`src/rtl/uart_rx_if.sv`:
```
// Parallel-side bundle of the UART receiver: serial input, frame configuration and the
// received-byte/status strobes.
interface uart_rx_if #(
  parameter int DATA_WIDTH = 8,
  parameter int PRESCALE_W = 6
);
  logic                  RX_IN;
  logic                  PAR_EN;
  logic                  PAR_TYP;
  logic [PRESCALE_W-1:0] Prescale;
  logic [DATA_WIDTH-1:0] P_DATA;
  logic                  data_valid;
  logic                  par_err;
  logic                  stp_err;
  logic                  busy;

  modport master (
    output RX_IN, PAR_EN, PAR_TYP, Prescale,
    input  P_DATA, data_valid, par_err, stp_err, busy
  );

  modport slave (
    input  RX_IN, PAR_EN, PAR_TYP, Prescale,
    output P_DATA, data_valid, par_err, stp_err, busy
  );
endinterface

```
`src/rtl/uart_rx_fsm.sv`:
```
// Oversampling UART receiver: start-glitch rejection, 3-sample majority voting,
// LSB-first deserialisation, optional parity and stop checking with one-cycle strobes.
module uart_rx_fsm #(
  parameter int DATA_WIDTH = 8,
  parameter int PRESCALE_W = 6
) (
  input  logic    clk,
  input  logic    rstn,
  uart_rx_if.slave bus
);
  localparam int BCW = (DATA_WIDTH > 1) ? $clog2(DATA_WIDTH) : 1;

  typedef enum logic [2:0] {IDLE, START, DATA, PARITY, STOP} state_t;

  state_t                state_q, state_d;
  logic [PRESCALE_W-1:0] edge_cnt_q, edge_cnt_d;
  logic [PRESCALE_W-1:0] prescale_q, prescale_d;
  logic [BCW-1:0]        bit_cnt_q, bit_cnt_d;
  logic                  par_en_q, par_en_d;
  logic                  par_typ_q, par_typ_d;
  logic                  par_bad_q, par_bad_d;
  logic [1:0]            samp_q, samp_d;
  logic                  bit_q, bit_d;
  logic [DATA_WIDTH-1:0] shift_q, shift_d;
  logic [DATA_WIDTH-1:0] p_data_q, p_data_d;
  logic                  dv_q, dv_d;
  logic                  pe_q, pe_d;
  logic                  se_q, se_d;
  logic                  busy_q, busy_d;

  logic [PRESCALE_W-1:0] prescale_sel;
  logic [PRESCALE_W-1:0] half;
  logic                  at_last;

  // Unsupported ratios fall back to 8x so the counters always wrap sensibly.
  always_comb begin
    prescale_sel = PRESCALE_W'(8);
    case (bus.Prescale)
      PRESCALE_W'(8), PRESCALE_W'(16), PRESCALE_W'(32): prescale_sel = bus.Prescale;
      default: prescale_sel = PRESCALE_W'(8);
    endcase
  end

  assign half    = prescale_q >> 1;
  assign at_last = (edge_cnt_q == prescale_q - PRESCALE_W'(1));

  always_ff @(posedge clk or negedge rstn) begin
    if (!rstn) begin
      state_q    <= IDLE;
      edge_cnt_q <= '0;
      prescale_q <= PRESCALE_W'(8);
      bit_cnt_q  <= '0;
      par_en_q   <= 1'b0;
      par_typ_q  <= 1'b0;
      par_bad_q  <= 1'b0;
      samp_q     <= '0;
      bit_q      <= 1'b0;
      shift_q    <= '0;
      p_data_q   <= '0;
      dv_q       <= 1'b0;
      pe_q       <= 1'b0;
      se_q       <= 1'b0;
      busy_q     <= 1'b0;
    end else begin
      state_q    <= state_d;
      edge_cnt_q <= edge_cnt_d;
      prescale_q <= prescale_d;
      bit_cnt_q  <= bit_cnt_d;
      par_en_q   <= par_en_d;
      par_typ_q  <= par_typ_d;
      par_bad_q  <= par_bad_d;
      samp_q     <= samp_d;
      bit_q      <= bit_d;
      shift_q    <= shift_d;
      p_data_q   <= p_data_d;
      dv_q       <= dv_d;
      pe_q       <= pe_d;
      se_q       <= se_d;
      busy_q     <= busy_d;
    end
  end

  always_comb begin
    state_d    = state_q;
    edge_cnt_d = edge_cnt_q;
    prescale_d = prescale_q;
    bit_cnt_d  = bit_cnt_q;
    par_en_d   = par_en_q;
    par_typ_d  = par_typ_q;
    par_bad_d  = par_bad_q;
    samp_d     = samp_q;
    bit_d      = bit_q;
    shift_d    = shift_q;
    p_data_d   = p_data_q;
    dv_d       = 1'b0;
    pe_d       = 1'b0;
    se_d       = 1'b0;

    // Three samples around mid-bit; the vote is registered on the third one.
    if (state_q != IDLE) begin
      edge_cnt_d = at_last ? '0 : edge_cnt_q + PRESCALE_W'(1);
      if (edge_cnt_q == half - PRESCALE_W'(2)) samp_d[0] = bus.RX_IN;
      if (edge_cnt_q == half - PRESCALE_W'(1)) samp_d[1] = bus.RX_IN;
      if (edge_cnt_q == half)
        bit_d = (samp_q[0] & samp_q[1]) | (samp_q[0] & bus.RX_IN) | (samp_q[1] & bus.RX_IN);
    end

    case (state_q)
      IDLE: begin
        edge_cnt_d = '0;
        if (!bus.RX_IN) begin
          state_d    = START;
          edge_cnt_d = PRESCALE_W'(1);
          prescale_d = prescale_sel;
          par_en_d   = bus.PAR_EN;
          par_typ_d  = bus.PAR_TYP;
          par_bad_d  = 1'b0;
        end
      end
      START: begin
        if (at_last) begin
          state_d   = bit_q ? IDLE : DATA;
          bit_cnt_d = '0;
        end
      end
      DATA: begin
        if (at_last) begin
          shift_d   = {bit_q, shift_q[DATA_WIDTH-1:1]};
          bit_cnt_d = bit_cnt_q + BCW'(1);
          if (bit_cnt_q == BCW'(DATA_WIDTH - 1))
            state_d = par_en_q ? PARITY : STOP;
        end
      end
      PARITY: begin
        if (at_last) begin
          par_bad_d = bit_q ^ (^shift_q) ^ par_typ_q;
          state_d   = STOP;
        end
      end
      STOP: begin
        if (at_last) begin
          state_d = IDLE;
          se_d    = ~bit_q;
          pe_d    = par_bad_q;
          dv_d    = bit_q & ~par_bad_q;
          if (bit_q && !par_bad_q) p_data_d = shift_q;
        end
      end
      default: state_d = IDLE;
    endcase

    busy_d = (state_d != IDLE);
  end

  assign bus.P_DATA     = p_data_q;
  assign bus.data_valid = dv_q;
  assign bus.par_err    = pe_q;
  assign bus.stp_err    = se_q;
  assign bus.busy       = busy_q;
endmodule

```
`src/flat_wrapper.sv`:
```
// flat-port wrapper written by rule: the top's interface ports become plain ports
module uart_rx_fsm_flat 
#(
  parameter int DATA_WIDTH = 8,
  parameter int PRESCALE_W = 6
)
  (clk, rstn, bus_RX_IN, bus_PAR_EN, bus_PAR_TYP, bus_Prescale, bus_P_DATA, bus_data_valid, bus_par_err, bus_stp_err, bus_busy);
  uart_rx_if #(.DATA_WIDTH(DATA_WIDTH), .PRESCALE_W(PRESCALE_W)) bus_i ();
  input  logic clk;
  input  logic rstn;
  input wire logic [$bits(bus_i.RX_IN)-1:0] bus_RX_IN;
  input wire logic [$bits(bus_i.PAR_EN)-1:0] bus_PAR_EN;
  input wire logic [$bits(bus_i.PAR_TYP)-1:0] bus_PAR_TYP;
  input wire logic [$bits(bus_i.Prescale)-1:0] bus_Prescale;
  output wire logic [$bits(bus_i.P_DATA)-1:0] bus_P_DATA;
  output wire logic [$bits(bus_i.data_valid)-1:0] bus_data_valid;
  output wire logic [$bits(bus_i.par_err)-1:0] bus_par_err;
  output wire logic [$bits(bus_i.stp_err)-1:0] bus_stp_err;
  output wire logic [$bits(bus_i.busy)-1:0] bus_busy;
  assign bus_i.RX_IN = bus_RX_IN;
  assign bus_i.PAR_EN = bus_PAR_EN;
  assign bus_i.PAR_TYP = bus_PAR_TYP;
  assign bus_i.Prescale = bus_Prescale;
  assign bus_P_DATA = bus_i.P_DATA;
  assign bus_data_valid = bus_i.data_valid;
  assign bus_par_err = bus_i.par_err;
  assign bus_stp_err = bus_i.stp_err;
  assign bus_busy = bus_i.busy;
  uart_rx_fsm #(.DATA_WIDTH(DATA_WIDTH), .PRESCALE_W(PRESCALE_W)) u_core (.clk(clk), .rstn(rstn), .bus(bus_i));
endmodule
```
`config.mk`:
```
export PLATFORM = sky130hd
export DESIGN_NAME = uart_rx_fsm_flat
export DESIGN_NICKNAME = d
export VERILOG_FILES = /design/src/rtl/uart_rx_if.sv /design/src/rtl/uart_rx_fsm.sv /design/src/flat_wrapper.sv
export SDC_FILE = /design/constraint.sdc
export NUM_CORES = 1
export LEC_CHECK = 0
export ABC_CLOCK_PERIOD_IN_PS = 3000
export BUFFER_PORTS_ARGS = -buffer_cell sky130_fd_sc_hd__buf_2
export CORE_UTILIZATION = 45
export CTS_CLUSTER_SIZE = 25
export DETAILED_ROUTE_END_ITERATION = 10
export GPL_TIMING_DRIVEN = 0
export PLACE_DENSITY = 0.71
export SETUP_SLACK_MARGIN = 0.15
export SLEW_MARGIN = 10
export SYNTH_ARGS = -nofsm -noshare
export SYNTH_HDL_FRONTEND = slang
export SYNTH_SLANG_ARGS = --single-unit
```
`constraint.sdc`:
```
create_clock -name clk -period 3 [get_ports clk]
set_clock_uncertainty 0.1 [all_clocks]
set_input_delay 0.15 -clock clk [delete_from_list [all_inputs] [get_ports clk]]
set_output_delay 0.15 -clock clk [all_outputs]
set_load 0.02 [all_outputs]
```
==> results.toml, run 1 <==
[grt]
antenna_found_initial = 0
grt_pass1_vias = 1828
globalRoute.totalOverflow = 0
grtUsageTotal_pct = 18.9
grt_max_degree = 45
grt_pass1_wl_um = 8800

[worst_setup_path]
crit_buf_inv = 1
critPathCaptureType = "flop"
crit_top_cell = "mux2_2"
cp.arrival_ns = 2.79
cp_max_fo = 6
max_stage_delay_ns = 0.57
reg2regPathDepth = 7
r2r_slack_ns = 0.29
crit_chain = "inv_1 > ha_1 > a21boi_1 > mux2_2 > a22oi_1 > a2111oi_1 > mux2_2"
crit_family = "compound AO/OA/AOI/OAI gates"
slowest_stage = "a2111oi_1"
reg2reg_from = "u_core.prescale_q[2]$_DFFE_PN0P_"
critPathLaunch = "u_core.prescale_q[2]$_DFFE_PN0P_"
r2r_end = "u_core.samp_q[1]$_DFFE_PN0P_"
startpoint_type = "flop"
cp.required_ns = 3.08
path_class = "flop to flop"

[detailed_routing]
drc_errors = 0
wl_per_cell_um = 14.2
wirelength_um = 4910
vias_per_cell = 5.42
dr.pass1.iters = 6
drt-initial-drc-count = 125
via_count = 1875
drtAntennaViolNets = 0

[timing]
worst_pin_slew_ns = 0.977
max_slew_margin_pct = 34.9
hold_viol_final = 0
fin_ws_ns = 0.290
period_share_pct = 90.3
max_freq_mhz = 369
slew_violations = 0
fin_crit_ns = 2.71
rsz0062_at_grt = "no"
finalHoldWorstSlack_ns = 0.0467
setup-violations-final = 0
setup_tns_ns = 0

[place]
hpwl_um = 3490
place_congestion = 0.870
port_buffers = 22
dpl_worst_slack_ns = 0.0936

[finish]
regArea_sq_mm = 0.00110
multiInputGateArea_sq_mm = 0.00134
drive_gt1_share_pct = 24.3
fill_cells = 476
fin_nets = 294
syn2layout_area_growth_pct = 14.4
finish.utilization_pct = 54.9
diodes = 0

[floorplanning]
die_h_um = 77.0
start_util_pct = 48.0
die-width_um = 77.0
core_area_sq_mm = 0.00527
dieArea_sq_mm = 0.00592
rows = 26
io_pins = 23

[synth]
synth_top_area_share_pct = 42.6
synthesis.area_sq_mm = 0.00253
yosys-top-cells-area = "dfrtp_1, mux2_2, xnor2_1, ha_1, xor2_1"
ys_top_cells_by_count = "dfrtp_1, xnor2_1, mux2_2"
syn_nets = 261
synth_cell_types = 50
yosysTopAreaCell = "dfrtp_1"
yosys_warnings = 0
netlist_instances = 242
synthArstFlopShare_pct = 100
synth_seq_area_share_pct = 43.6
synth_most_common_cell = "dfrtp_1"
ys_seq_elements = 44
synth-edff-count = 0
syn_area_per_cell_sq_um = 10.4
ys.flop_type = "dfrtp_1"

[min_path]
worstHoldStart = "bus_Prescale[4]"
hold_depth = 3
whs_endpoint = "u_core.prescale_q[4]$_DFFE_PN0P_"
min_path_type = "primary input to flop"

[run]
cap_violations = 0

[power]
p_total_mw = 2.08
peakVddDrop_v = 0.000400
p_leak_nw = 1.28
powerDensity_mw_per_mm2 = 720

[clock_network]
numClockSinks = 44
htreeDepth = 2
cts_max_path_buffers = 2
cts_buffers = 5
clock_latency_ns = 0.30
cts_tree = "built"
clock_tree.root_cell = "clkbuf_8"
clk_pin_slew_worst_paths_ns = 0.08

[run_status]
status = "completed"
## final cells by class
class / count / area share (%)
sequential: 44 / 38.1
buffer: 12 / 2.47
inverter: 9 / 1.17
clock inverter: 3 / 1.47
tap: 70 / 3.03
clock buffer: 5 / 2.38
timing repair buffer: 26 / 5.10
multi-input combinational: 177 / 46.3
## worst max path at each step
stage / to / slack (ns) / depth (start not counted)
finish: u_core.samp_q[1]$_DFFE_PN0P_ / 0.29 / 7
global route: u_core.bit_cnt_q[2]$_DFFE_PN0P_ / 0.18 / 7
CTS: u_core.shift_q[7]$_DFFE_PN0P_ / 0.21 / 7
detailed placement: u_core.bus.busy$_DFF_PN0_ / 0.09 / 7
global placement: u_core.bus.busy$_DFF_PN0_ / 0.22 / 7
floorplan: u_core.shift_q[0]$_DFFE_PN0P_ / 0.64 / 7
## worst reg2reg max path, cell delays in order (launching register included)
cell and delay (ns):
dfrtp_1 0.45, inv_1 0.18, ha_1 0.28, a21boi_1 0.34
mux2_2 0.22, a22oi_1 0.07, a2111oi_1 0.57, mux2_2 0.40
## cells in the final DEF, fill, tap and decap left out, drive strengths merged, types with 4 or more instances in the layout
cell | synthesis | final
a21oi | 7 | 7
buf | 7 | 30
clkbuf | 5 | 10
dfrtp | 43 | 43
ha | 8 | 8
inv | 9 | 9
mux2 | 19 | 19
nand2 | 17 | 17
nand2b | 7 | 7
nand3 | 8 | 8
nor2 | 13 | 13
nor3 | 9 | 9
nor4 | 6 | 6
o21ai | 4 | 4
o311ai | 4 | 4
o31ai | 4 | 4
o41ai | 4 | 4
xnor2 | 21 | 21
xor2 | 11 | 11
## routing by layer
layer,vias to the layer above,part of all wire [%],global-route usage [%]
li1,934,-,-
met1,892,48,26.2
met2,43,46,29.5
met3,6,4.1,3.69
met4,0,1.4,6.35
met5,-,0,0
## sequential cells by signal (all words and copies together), names as in the netlist, 2 cells and up
signal	cells
u_core.state_q	3
u_core.edge_cnt_q	6
u_core.bit_cnt_q	3
u_core.bus.P_DATA	8
u_core.samp_q	2
u_core.shift_q	8
u_core.prescale_q	6
## cells by family (layout without fill, tap and decap cells)
group                    count (synthesis)  in the layout  synth area share (%)
buffers and inverters                   21             55                  4.16
flip-flops                              44             44                  43.6
AND/OR/NAND/NOR                         82             82                  18.3
AO/OA/AOI/OAI                           35             35                  10.0
adder cells (fa/ha/maj)                  8              8                  3.96
XOR/XNOR                                32             32                  11.1
multiplexers                            20             20                  8.86
## per-stage QoR
stage                     area [sq um]  cells
after floorplan                   2530    242
after global placement            2730    334
after detailed placement          2730    334
after CTS                         2880    345
after global routing              2890    346
final                             2890    346
## timing repair
item,in CTS,in global routing
endpoints found under the hold margin,45,0
resized for setup,1,2
setup endpoints to repair,6,17
buffers inserted,0,1
pin swaps,1,1
hold buffers,3,0
cloned,0,0
## power by group
part,switching (mW),internal (mW),total [mW]
logic,0.501,0.359,0.860
clock network,0.204,0.246,0.450
registers,0.0770,0.696,0.773
total,0.781,1.30,2.08
Note: power is estimated with default switching activity, not from simulation.
==> run 2, diff against run 1 <==
--- a/config.mk
+++ b/config.mk
@@ -5,6 +5,7 @@
 export SDC_FILE = /design/constraint.sdc
 export NUM_CORES = 1
 export LEC_CHECK = 0
+export ABC_AREA = 1
 export ABC_CLOCK_PERIOD_IN_PS = 3000
 export BUFFER_PORTS_ARGS = -buffer_cell sky130_fd_sc_hd__buf_2
 export CORE_UTILIZATION = 45
==> run 2 against run 1 <==
Net effect:
- first-iteration DRC count rose by 8.8%
- register-to-register slack improved by 0.40 ns
- highest routed layer unchanged
- power fell by 1.5%
- global-route usage rose by 1.0 points
==> results.toml, run 2 <==
[floorplanning]
start_util_pct = 48.1
die_h_um = 77.0
io_pins = 23
dieArea_sq_mm = 0.00593
die-width_um = 77.0
core_area_sq_mm = 0.00527
rows = 26

[worst_setup_path]
path_class = "flop to flop"
r2r_slack_ns = 0.69
crit_chain = "inv_1 > ha_1 > a21boi_0 > nand2_1 > a21oi_2 > nand3_4 > inv_4 > nand2_4 > buf_6 > nand2_2 > o21ai_2"
cp.arrival_ns = 2.41
startpoint_type = "flop"
cp_max_fo = 10
critPathCaptureType = "flop"
cp.required_ns = 3.09
reg2regPathDepth = 11
slowest_stage = "dfrtp_1"
r2r_end = "u_core.bus.P_DATA[6]$_DFFE_PN0P_"
reg2reg_from = "u_core.prescale_q[2]$_DFFE_PN0P_"
max_stage_delay_ns = 0.43

[synth]
netlist_instances = 325
synth_cell_types = 35
ys.flop_type = "dfrtp_1"
synth_most_common_cell = "nand2_1"
yosys_warnings = 0
syn_nets = 344
synth-edff-count = 0
synthArstFlopShare_pct = 100
ys_seq_elements = 44
syn_area_per_cell_sq_um = 7.80
yosys-top-cells-area = "dfrtp_1, nand2_1, inv_1, nand3_1, ha_1"
ys_top_cells_by_count = "nand2_1, inv_1, dfrtp_1"
synthesis.area_sq_mm = 0.00253
yosysTopAreaCell = "dfrtp_1"
synth_seq_area_share_pct = 43.5
synth_top_area_share_pct = 42.5

[place]
place_congestion = 0.888
dpl_worst_slack_ns = 0.679
port_buffers = 22
placedCellCount = 417
hpwl_um = 3820

[timing]
setup-violations-final = 0
period_share_pct = 77.1
slew_violations = 0
hold_viol_final = 0
fin_ws_ns = 0.687
max_slew_margin_pct = 36.1
rsz0062_at_grt = "no"
setup_tns_ns = 0
worst_pin_slew_ns = 0.959
max_freq_mhz = 432
finalHoldWorstSlack_ns = 0.0454
fin_crit_ns = 2.31

[detailed_routing]
wl_per_cell_um = 11.9
drc_errors = 0
vias_per_cell = 4.98
drt-initial-drc-count = 136
dr.pass1.iters = 4
drtAntennaViolNets = 0
via_count = 2132
wirelength_um = 5090

[finish]
finalNonFillerCells = 428
final_common_cell = "nand2_1"
most-common-layout-cells = "nand2_1, inv_1, dfrtp_1"
fin_nets = 376
drive_gt1_share_pct = 15.4
syn2layout_area_growth_pct = 13.4
fill_cells = 510
diodes = 0

[grt]
met3_usage_pct = 3.57
met2_usage_pct = 34.0
grtUsageMet1_pct = 26.0
grtUsageTotal_pct = 19.9
grt_busiest_layer = "met2"
grt_max_degree = 45
grt_pass1_vias = 2140
globalRoute.totalOverflow = 0
antenna_found_initial = 0
grt_pass1_wl_um = 9470

[power]
powerDensity_mw_per_mm2 = 714
p_leak_nw = 1.53
p_total_mw = 2.05
peakVddDrop_v = 0.000491

[run]
cap_violations = 0

[clock_network]
clk_pin_slew_worst_paths_ns = 0.08
clock_tree.root_cell = "clkbuf_8"
cts_buffers = 5
cts_max_path_buffers = 2
htreeDepth = 2
cts_tree = "built"
clock_latency_ns = 0.30
numClockSinks = 44
cts_setup_buffers = 0

[min_path]
hold_depth = 3
whs_endpoint = "u_core.prescale_q[3]$_DFFE_PN1P_"
min_path_type = "primary input to flop"
worstHoldStart = "bus_Prescale[3]"

[run_status]
status = "completed"
==> run 2: per-stage QoR <==
| step | utilization (%) | area (sq um) |
|---|---|---|
| floorplan | - | 2530 |
| global placement | 51.8 | 2730 |
| detailed placement | 51.8 | 2730 |
| CTS | 54.5 | 2870 |
| global route | 54.5 | 2870 |
| finish | 54.5 | 2870 |
==> run 2: routing by layer <==
layer,part of all wire (%),vias to the layer above
met1,48,1010
met2,48,39
met4,0.82,0
met3,2.9,4
met5,0,-
li1,-,1079
==> run 2: how the worst max path moves through the flow <==
stage                                          start                               end  slack (ns)  depth (start not counted)
global placement    u_core.prescale_q[2]$_DFFE_PN0P_  u_core.bus.P_DATA[6]$_DFFE_PN0P_        0.73                         11
floorplan           u_core.prescale_q[2]$_DFFE_PN0P_  u_core.bus.P_DATA[6]$_DFFE_PN0P_         1.0                         11
detailed placement  u_core.prescale_q[2]$_DFFE_PN0P_  u_core.bus.P_DATA[6]$_DFFE_PN0P_        0.68                         11
finish              u_core.prescale_q[2]$_DFFE_PN0P_  u_core.bus.P_DATA[6]$_DFFE_PN0P_        0.69                         11
CTS                 u_core.prescale_q[2]$_DFFE_PN0P_  u_core.bus.P_DATA[6]$_DFFE_PN0P_        0.67                         11
global route        u_core.prescale_q[2]$_DFFE_PN0P_   u_core.bit_cnt_q[0]$_DFFE_PN0P_        0.47                         11
==> run 2: cells by family after synthesis <==
| family | count (synthesis) | synth area share (%) |
|---|---|---|
| mux | 1 | 0.395 |
| compound gates | 34 | 8.45 |
| fa+ha+maj | 8 | 3.95 |
| simple gates | 163 | 28.1 |
| flops | 44 | 43.5 |
| xor+xnor | 20 | 6.91 |
| buf+inv | 55 | 8.64 |
==> run 2: final cells by class <==
type                       instances  area [sq um]  area share (%)
sequential                        44          1100            38.4
tap                               70          87.6            3.05
clock buffer                       5          68.8            2.40
timing repair buffer              25           140            4.88
clock inverter                     3          42.5            1.48
multi-input combinational        226          1210            42.2
buffer                             5          28.8            1.00
inverter                          50           190            6.62
==> run 2: repair_timing <==
| action | in CTS | in global routing |
|---|---|---|
| hold buffers | 3 | 0 |
| hold endpoints to repair | 45 | 0 |
| resized for setup | 0 | 0 |
==> run 2: report_power, final <==
| part | switching (mW) | internal [mW] |
|---|---|---|
| Clock | 0.210 | 0.247 |
| Combinational | 0.461 | 0.310 |
| Sequential | 0.122 | 0.703 |
| Total | 0.793 | 1.26 |
==> run 2: critical path: cells and delay by family, from the launching register on <==
kind / cells / cell delay [ns]
buffers and inverters: 3 / 0.52
flip-flops: 1 / 0.43
AO/OA/AOI/OAI: 3 / 0.46
adder cells (fa/ha/maj): 1 / 0.29
AND/OR/NAND/NOR: 4 / 0.41
==> run 3, diff against run 2 <==
--- a/config.mk
+++ b/config.mk
@@ -6,7 +6,7 @@
 export NUM_CORES = 1
 export LEC_CHECK = 0
 export ABC_AREA = 1
-export ABC_CLOCK_PERIOD_IN_PS = 3000
+export ABC_CLOCK_PERIOD_IN_PS = 2300
 export BUFFER_PORTS_ARGS = -buffer_cell sky130_fd_sc_hd__buf_2
 export CORE_UTILIZATION = 45
 export CTS_CLUSTER_SIZE = 25
==> constraint.sdc (replaced) <==
create_clock -name clk -period 2.3 [get_ports clk]
set_clock_uncertainty 0.1 [all_clocks]
set_input_delay 0.115 -clock clk [delete_from_list [all_inputs] [get_ports clk]]
set_output_delay 0.115 -clock clk [all_outputs]
set_load 0.02 [all_outputs]
==> run 3 against run 2 <==
Net effect:
- clock-buffer cell count is the same
- combinational power grew 45%
- global-route usage grew 0.72 points
- routed wire length grew 7.4%
- fmax grew 13%
- setup slack lost 0.43 ns
- critical path depth shrank 1
- critical path type unchanged
- largest cell class unchanged
- largest power group is now combinational logic
==> results.toml, run 3 (synthesis gave the netlist of run 2 again) <==
[run_status]
status = "completed"

[min_path]
worstHoldStart = "bus_Prescale[3]"
hold_depth = 3
whs_endpoint = "u_core.prescale_q[3]$_DFFE_PN1P_"
min_path_type = "primary input to flop"

[place]
dpl_cell_area_sq_mm = 0.00273
hpwl_um = 3820
port_buffers = 22
place_congestion = 0.888
placedCellCount = 417

[detailed_routing]
wl_per_cell_um = 12.5
vias_per_cell = 4.98
dr.pass1.iters = 4
wirelength_um = 5470
drt-initial-drc-count = 170
drc_errors = 0
drtAntennaViolNets = 0
via_count = 2187

[worst_setup_path]
cp.arrival_ns = 2.16
reg2reg_from = "u_core.prescale_q[3]$_DFFE_PN1P_"
critPathCaptureType = "flop"
path_class = "flop to flop"
r2r_slack_ns = 0.25
cp_max_fo = 10
startpoint_type = "flop"
reg2regPathDepth = 10
cp.required_ns = 2.42
r2r_end = "u_core.shift_q[4]$_DFFE_PN0P_"

[floorplanning]
dieArea_sq_mm = 0.00593
rows = 26
die_h_um = 77.0
io_pins = 23
die-width_um = 77.0
core_area_sq_mm = 0.00527
start_util_pct = 48.1

[clock_network]
cts_max_path_buffers = 2
numClockSinks = 44
cts_tree = "built"
htreeDepth = 2
clk_pin_slew_worst_paths_ns = 0.09
clock_tree.root_cell = "clkbuf_8"
cts_buffers = 5
clock_latency_ns = 0.30

[finish]
finish.utilization_pct = 58.1
finalNonFillerCells = 439
fin_nets = 387
final_area_sq_mm = 0.00306
final_common_cell = "nand2_1"
syn2layout_area_growth_pct = 20.8
drive_gt1_share_pct = 21.4
most-common-layout-cells = "nand2_1, inv_1, dfrtp_1"
diodes = 0

[timing]
rsz0062_at_grt = "no"
worst_pin_slew_ns = 0.967
hold_viol_final = 0
max_freq_mhz = 489
fin_crit_ns = 2.05
max_slew_margin_pct = 35.5
slew_violations = 0
setup-violations-final = 0
finalHoldWorstSlack_ns = 0.00922
period_share_pct = 89.0

[power]
p_total_mw = 2.78
peakVddDrop_v = 0.000646
p_leak_nw = 1.59
powerDensity_mw_per_mm2 = 907

[grt]
grt_max_degree = 45
grt_pass1_vias = 2177
grtUsageTotal_pct = 20.6
antenna_found_initial = 0
grt_pass1_wl_um = 9800
globalRoute.totalOverflow = 0

[run]
cap_violations = 0
-- run 3: worst max-delay path by stage --
| stage | start | endpoint | cells past startpoint |
|---|---|---|---|
| after floorplan | u_core.prescale_q[2]$_DFFE_PN0P_ | u_core.bus.P_DATA[6]$_DFFE_PN0P_ | 11 |
| after global placement | u_core.prescale_q[2]$_DFFE_PN0P_ | u_core.bus.P_DATA[6]$_DFFE_PN0P_ | 11 |
| after detailed placement | u_core.prescale_q[2]$_DFFE_PN0P_ | u_core.bus.P_DATA[6]$_DFFE_PN0P_ | 11 |
| after CTS | u_core.prescale_q[3]$_DFFE_PN1P_ | u_core.bus.P_DATA[6]$_DFFE_PN0P_ | 11 |
| after global routing | u_core.prescale_q[3]$_DFFE_PN1P_ | u_core.bit_cnt_q[0]$_DFFE_PN0P_ | 11 |
| final | u_core.prescale_q[3]$_DFFE_PN1P_ | u_core.shift_q[4]$_DFFE_PN0P_ | 10 |
-- run 3: worst max-delay path: stages, from the launching register on --
cell and delay, ns:
dfstp_2 0.55, inv_2 0.07, ha_2 0.19, a21boi_1 0.12, nand2_1 0.10, nand2_1 0.10, nand2_2 0.08, nor2_4 0.16
nand3_2 0.12, buf_4 0.21, o21ai_0 0.18
-- run 3: repair_timing --
action                                 4_1_cts  5_1_grt
endpoints found under the hold margin       45        0
buffers inserted                             6        3
hold buffers                                 3        0
pin swaps                                    2        7
setup endpoints to repair                   22       24
gates cloned                                 0        2
resized for setup                            6       23
-- run 3: stage by stage --
stage / worst slack, ns / setup TNS (ns)
6_report: 0.253 / 0
2_1_floorplan: 0.298 / 0
4_1_cts: 0.166 / 0
3_3_place_gp: 0.0299 / 0
5_1_grt: 0.127 / 0
3_5_place_dp: -0.0206 / -0.0445
-- run 3: where the power goes --
group	switching, mW	internal [mW]
clock network	0.272	0.322
logic	0.659	0.457
registers	0.151	0.916
total	1.08	1.69
-- run 3: routing by layer --
metal,wire length [um],vias to the layer above,GRT usage [%]
met5,0,-,0
met4,45,0,5.09
met3,140,4,3.57
met2,2650,40,34.9
met1,2630,1036,27.4
li1,-,1107,-
-- run 3: layout make-up --
cell class / instances / area [sq um]
repair buffers: 36 / 250
clock buffers: 5 / 68.8
flip-flops and latches: 44 / 1100
inverters: 50 / 195
clock inverters: 3 / 42.5
multi-input cells: 226 / 1270
well taps: 70 / 87.6
fillers: 478 / 2210
plain buffers: 5 / 47.5
